===== config.mk =====
export PLATFORM = sky130hd
export DESIGN_NAME = key_debounce
export DESIGN_NICKNAME = d
export VERILOG_FILES = /design/src/rtl/key_debounce.sv
export SDC_FILE = /design/constraint.sdc
export NUM_CORES = 1
export LEC_CHECK = 0
export CAP_MARGIN = 0
export CELL_PAD_IN_SITES_DETAIL_PLACEMENT = 0
export CELL_PAD_IN_SITES_GLOBAL_PLACEMENT = 2
export CORE_UTILIZATION = 36
export CTS_CLUSTER_SIZE = 24
export DETAILED_ROUTE_END_ITERATION = 8
export DONT_BUFFER_PORTS = 1
export PLACE_DENSITY = 0.82
export SYNTH_ARGS = -nofsm -noshare
export SYNTH_HDL_FRONTEND = slang
export SYNTH_SLANG_ARGS = --single-unit

===== constraint.sdc =====
create_clock -name clock_50 -period 3.4 [get_ports clock_50]
set_clock_uncertainty 0.2 [all_clocks]
set_input_delay 0.51 -clock clock_50 [delete_from_list [all_inputs] [get_ports clock_50]]
set_output_delay 0.51 -clock clock_50 [all_outputs]
set_load 0.005 [all_outputs]

===== src/rtl/key_debounce.sv =====
// key_debounce: N-channel synchroniser/debouncer with one-cycle press and release pulses.
// Define AUTO_REPEAT_EN to add held-key auto-repeat press pulses.
module key_debounce #(
    parameter int CHANNELS         = 4,
    parameter int CLK_HZ           = 50_000_000,
    parameter int DEBOUNCE_US      = 10_000,
    parameter bit ACTIVE_LOW       = 1
`ifdef AUTO_REPEAT_EN
    ,
    parameter int REPEAT_DELAY_US  = 500_000,
    parameter int REPEAT_PERIOD_US = 100_000
`endif
) (
    input  logic                clock_50,
    input  logic                reset_n,
    input  logic [CHANNELS-1:0] raw,
    output logic [CHANNELS-1:0] state,
    output logic [CHANNELS-1:0] press,
    output logic [CHANNELS-1:0] release_pulse
);
    localparam int DB_RAW = CLK_HZ / 1_000_000 * DEBOUNCE_US;
    localparam int DB_CYC = DB_RAW < 1 ? 1 : DB_RAW;
    localparam int CW     = $clog2(DB_CYC + 1);

    typedef enum logic {STABLE, CHANGING} fsm_t;

    fsm_t                fsm_q [CHANNELS];
    fsm_t                fsm_d [CHANNELS];
    logic [CW-1:0]       cnt_q [CHANNELS];
    logic [CW-1:0]       cnt_d [CHANNELS];
    logic [CW-1:0]       nxt;
    logic [CHANNELS-1:0] level, sync1, sync2, accept, state_d, fire;

    assign level = ACTIVE_LOW ? ~raw : raw;

    // The count an edge would reach; hitting DB_CYC on that edge accepts the new level.
    always_comb begin
        accept = '0;
        nxt    = '0;
        for (int i = 0; i < CHANNELS; i++) begin
            fsm_d[i] = STABLE;
            cnt_d[i] = '0;
            nxt      = (fsm_q[i] == CHANGING ? cnt_q[i] : '0) + 1'b1;
            if (sync2[i] != state[i]) begin
                accept[i] = nxt == CW'(DB_CYC);
                fsm_d[i]  = accept[i] ? STABLE : CHANGING;
                cnt_d[i]  = accept[i] ? '0 : nxt;
            end
        end
        state_d = state ^ accept;
    end

    always_ff @(posedge clock_50) begin
        if (!reset_n) begin
            sync1         <= '0;
            sync2         <= '0;
            state         <= '0;
            press         <= '0;
            release_pulse <= '0;
            for (int i = 0; i < CHANNELS; i++) begin
                fsm_q[i] <= STABLE;
                cnt_q[i] <= '0;
            end
        end else begin
            sync1         <= level;
            sync2         <= sync1;
            state         <= state_d;
            press         <= (accept & state_d) | fire;
            release_pulse <= accept & ~state_d;
            for (int i = 0; i < CHANNELS; i++) begin
                fsm_q[i] <= fsm_d[i];
                cnt_q[i] <= cnt_d[i];
            end
        end
    end

`ifdef AUTO_REPEAT_EN
    localparam int RD_RAW = CLK_HZ / 1_000_000 * REPEAT_DELAY_US;
    localparam int RP_RAW = CLK_HZ / 1_000_000 * REPEAT_PERIOD_US;
    localparam int RD_CYC = RD_RAW < 1 ? 1 : RD_RAW;
    localparam int RP_CYC = RP_RAW < 1 ? 1 : RP_RAW;
    localparam int RW     = $clog2((RD_CYC > RP_CYC ? RD_CYC : RP_CYC) + 1);

    logic [RW-1:0]       rc_q [CHANNELS];
    logic [RW-1:0]       rc_d [CHANNELS];
    logic [RW-1:0]       rnxt;
    logic [CHANNELS-1:0] rep_q, rep_d;

    // Any accept (press or release) restarts the delay; a release cycle never fires.
    always_comb begin
        fire  = '0;
        rep_d = '0;
        rnxt  = '0;
        for (int i = 0; i < CHANNELS; i++) begin
            rc_d[i] = '0;
            if (state[i] && !accept[i]) begin
                rnxt     = rc_q[i] + 1'b1;
                fire[i]  = rnxt == (rep_q[i] ? RW'(RP_CYC) : RW'(RD_CYC));
                rc_d[i]  = fire[i] ? '0 : rnxt;
                rep_d[i] = rep_q[i] | fire[i];
            end
        end
    end

    always_ff @(posedge clock_50) begin
        if (!reset_n) begin
            rep_q <= '0;
            for (int i = 0; i < CHANNELS; i++) rc_q[i] <= '0;
        end else begin
            rep_q <= rep_d;
            for (int i = 0; i < CHANNELS; i++) rc_q[i] <= rc_d[i];
        end
    end
`else
    assign fire = '0;
`endif
endmodule


==> impl_metrics.yaml <==
outcome:
  status: "finished, final reports clean"
critical_path:
  ff2ff_setup_slack_ps: 220
  arrival_ps: 3220
  cp_max_fo: 8
  crit_type: "reg -> reg"
  cp-start-kind: "flip-flop"
  worst_setup_path_end_kind: "flip-flop"
  r2r_start: "cnt_q[3][6]$_SDFF_PP0_"
  timing.rr.end: "cnt_q[3][6]$_SDFF_PP0_"
  worstSetupStartpoint: "cnt_q[3][6]$_SDFF_PP0_"
  rr_worst_depth: 7
  worstPathRequired_ps: 3440
clocking:
  clk_pin_slew_ps: 70
  clock_latency_ps: 360
  post_cts_buffers: 0
  clock_path_buffers: 2
  cts_tree: "built"
  clockRootBuffer: "clkbuf_16"
  cts_buffers: 9
  clkSinkCount: 100
  htreeDepth: 3
placement:
  place_inst: 749
  dpl.hpwl_um: 7699
  gp_congestion: 0.7966
  portBuffers: 0
layout:
  multi_input_area_um2: 2791
  n_fill_cell: 1365
  fin_nets: 596
  instances_no_fill: 766
  area_growth_syn_to_layout_pct: 11.02
  drive_gt1_frac: 0.08814
  antenna_cells: 0
  fin_util: 0.4126
  regArea_um2: 2002
yosys:
  synth.avg_cell_area_um2: 8.568
  ys.warnings.count: 0
  ys_seq_elements: 100
  synth_ff_type: "dfxtp_1"
  netlist_area_um2: 4961
  synth_edf_count: 0
  synth_nets: 590
  synthDistinctLibCells: 67
  async_flop_share: 0
  syn_inst: 579
  ys_seq_area_frac: 0.4035
grt:
  grt_pass1_vias: 3714
  track_usage: 0.1586
  antenna_found_initial: 0
  grt-ovfl-total: 0
  grt_max_degree: 25
  grt_pass1_wl_um: 17980
power:
  p_leak_nw: 1.954
  power_density_nw_per_um2: 414.4
  ir_worst_vdd_mv: 0.2593
min_path:
  holdPathEnd: "sync1[3]$_SDFF_PN0_"
  hold_depth: 1
  min_path_type: "in -> reg"
  min-delay-start: "raw[3]"
floorplan:
  die_w_um: 119.4
  row_count: 42
  fp.dieH_um: 119.4
  ios: 18
  dieArea_um2: 14250
  core_region_area_um2: 13350
  start_util: 0.3717
timing:
  tightestPinTransition_ps: 563.0
  post-route-min-period_ps: 3182
  setup_viol: 0
  fmax_ghz: 0.3143
  slew_violations: 0
  rsz0062_at_grt: "false"
  hold_viol_final: 0
  fin_crit_sh: 0.9359
  slew_headroom: 0.6212
  setup_tns_ps: 0
route:
  dr.pass1.iters: 4
  ant_nets: 0
  vias: 3973
  via_per_inst: 5.187
  drt_iter0_drc: 226
  routed_wl_um: 10700
  wl_per_cell_um: 13.96
  post-route-drc-count: 0
flow_run:
  maxCapViolCount: 0
layout make-up:
| type | instances | area share |
|---|---|---|
| Tap cell | 176 | 0.03998 |
| Inverter | 13 | 0.008860 |
| Timing Repair Buffer | 18 | 0.02499 |
| Sequential cell | 100 | 0.3635 |
| Clock buffer | 9 | 0.04089 |
| Multi-Input combinational cell | 443 | 0.5068 |
| Clock inverter | 7 | 0.01499 |
Yosys cell counts (3+ instances only):
master | number | area, um^2
dfxtp_1 | 100 | 2002
nor2_1 | 58 | 217.7
nand2_1 | 57 | 214.0
nor3_1 | 34 | 170.2
xor2_1 | 34 | 297.8
and3_1 | 33 | 206.5
xnor2_1 | 32 | 280.3
nand3_1 | 25 | 125.1
and2_1 | 21 | 131.4
nand4_1 | 19 | 118.9
inv_1 | 12 | 45.04
nor4_1 | 12 | 75.07
a21oi_1 | 11 | 55.05
clkbuf_1 | 11 | 41.29
o21ai_0 | 8 | 40.04
nand2b_1 | 7 | 43.79
and4_1 | 6 | 52.55
buf_2 | 5 | 25.02
ha_1 | 5 | 62.56
o31ai_1 | 5 | 37.54
a31oi_1 | 4 | 25.02
and3b_1 | 4 | 35.03
buf_6 | 4 | 45.04
nor2b_1 | 4 | 25.02
nor3b_1 | 4 | 30.03
mux2i_1 | 3 | 30.03
o311ai_0 | 3 | 26.28
or2_2 | 3 | 18.77
or3_1 | 3 | 18.77
or4_1 | 3 | 22.52
cells by family after synthesis:
family,count (synthesis),share of synthesized area
buffers and inverters,36,0.03631
AOI/OAI and AO/OA,60,0.08828
adders and majority gates,5,0.01261
xor gates and xnor gates,66,0.1165
and+or+nand+nor,307,0.3322
DFF,100,0.4035
muxes,5,0.01059
per-stage QoR:
step,hold slack (ps),instance area [um^2],worst slack (ps),power [mW]
CTS,6.453,5495,181.7,2.311
floorplan,211.9,4964,13.12,1.227
global placement,219.4,5177,282.1,1.235
global route,6.989,5508,32.91,2.352
finish,14.26,5508,218.0,2.282
detailed placement,219.6,5177,209.0,1.236
layer usage:
layer	routed length (um)	up-vias	GRT usage	share of wire
li1	-	2065	-	-
met1	5300	1837	0.2031	0.50
met2	4835	56	0.2507	0.45
met3	357	15	0.04023	0.033
met4	203	0	0.07031	0.019
met5	0	-	0	0
worst max-delay path by stage:
stage | slack, ps | cells past startpoint | end
2_1_floorplan | 10 | 13 | flip-flop
3_3_place_gp | 280 | 9 | release_pulse[3]$_SDFF_PN0_
3_5_place_dp | 210 | 9 | press[3]$_SDFF_PN0_
4_1_cts | 180 | 9 | press[3]$_SDFF_PN0_
5_1_grt | 30 | 7 | cnt_q[3][6]$_SDFF_PP0_
6_report | 220 | 7 | cnt_q[3][6]$_SDFF_PP0_
power breakdown:
part | total, mW | internal, mW | switching [mW]
logic | 0.0275 | 0.00924 | 0.0182
registers | 1.18 | 1.18 | 0.00421
clock network | 1.07 | 0.582 | 0.491
repair_timing:
action | in CTS | in global routing
hold endpoints to repair | 1 | 0
resized for setup | 0 | 3
hold buffers | 1 | 0
endpoints found under the setup margin | 0 | 16
state kept, by name (all words and copies together), names as in the netlist, named ones only:
name / count
release_pulse: 4
press: 4
sync1: 4
fsm_q: 4
sync2: 4
cnt_q: 76
layout by cell type (no fill, tap or decap), drive strengths merged, types with 3 or more instances in the layout:
cell type / Yosys / layout
dfxtp: 100 / 100
a31oi: 4 / 4
o311ai: 3 / 3
nand2b: 7 / 7
nor2: 58 / 58
o31a: 3 / 3
o31ai: 5 / 5
xnor2: 32 / 32
and4: 7 / 7
nand3: 25 / 25
and2: 21 / 21
nor3b: 4 / 4
mux2i: 3 / 3
or4: 3 / 3
and3: 33 / 33
and3b: 4 / 4
a21oi: 11 / 11
clkbuf: 12 / 9
inv: 12 / 15
or3: 4 / 4
nand4: 21 / 21
ha: 5 / 5
nor2b: 4 / 4
o21ai: 11 / 11
buf: 11 / 17
or2: 3 / 3
nand2: 57 / 57
nor4: 12 / 12
xor2: 34 / 34
nor3: 34 / 34
critical path, cell delays in order, from the launching register on:
cell	delay [ps]
dfxtp_1	470
nand4_1	260
or3b_1	490
nor2_1	190
mux2_2	350
or4b_1	600
o21ai_2	400
nor2_1	90
Power figures use the tool's default switching activity.
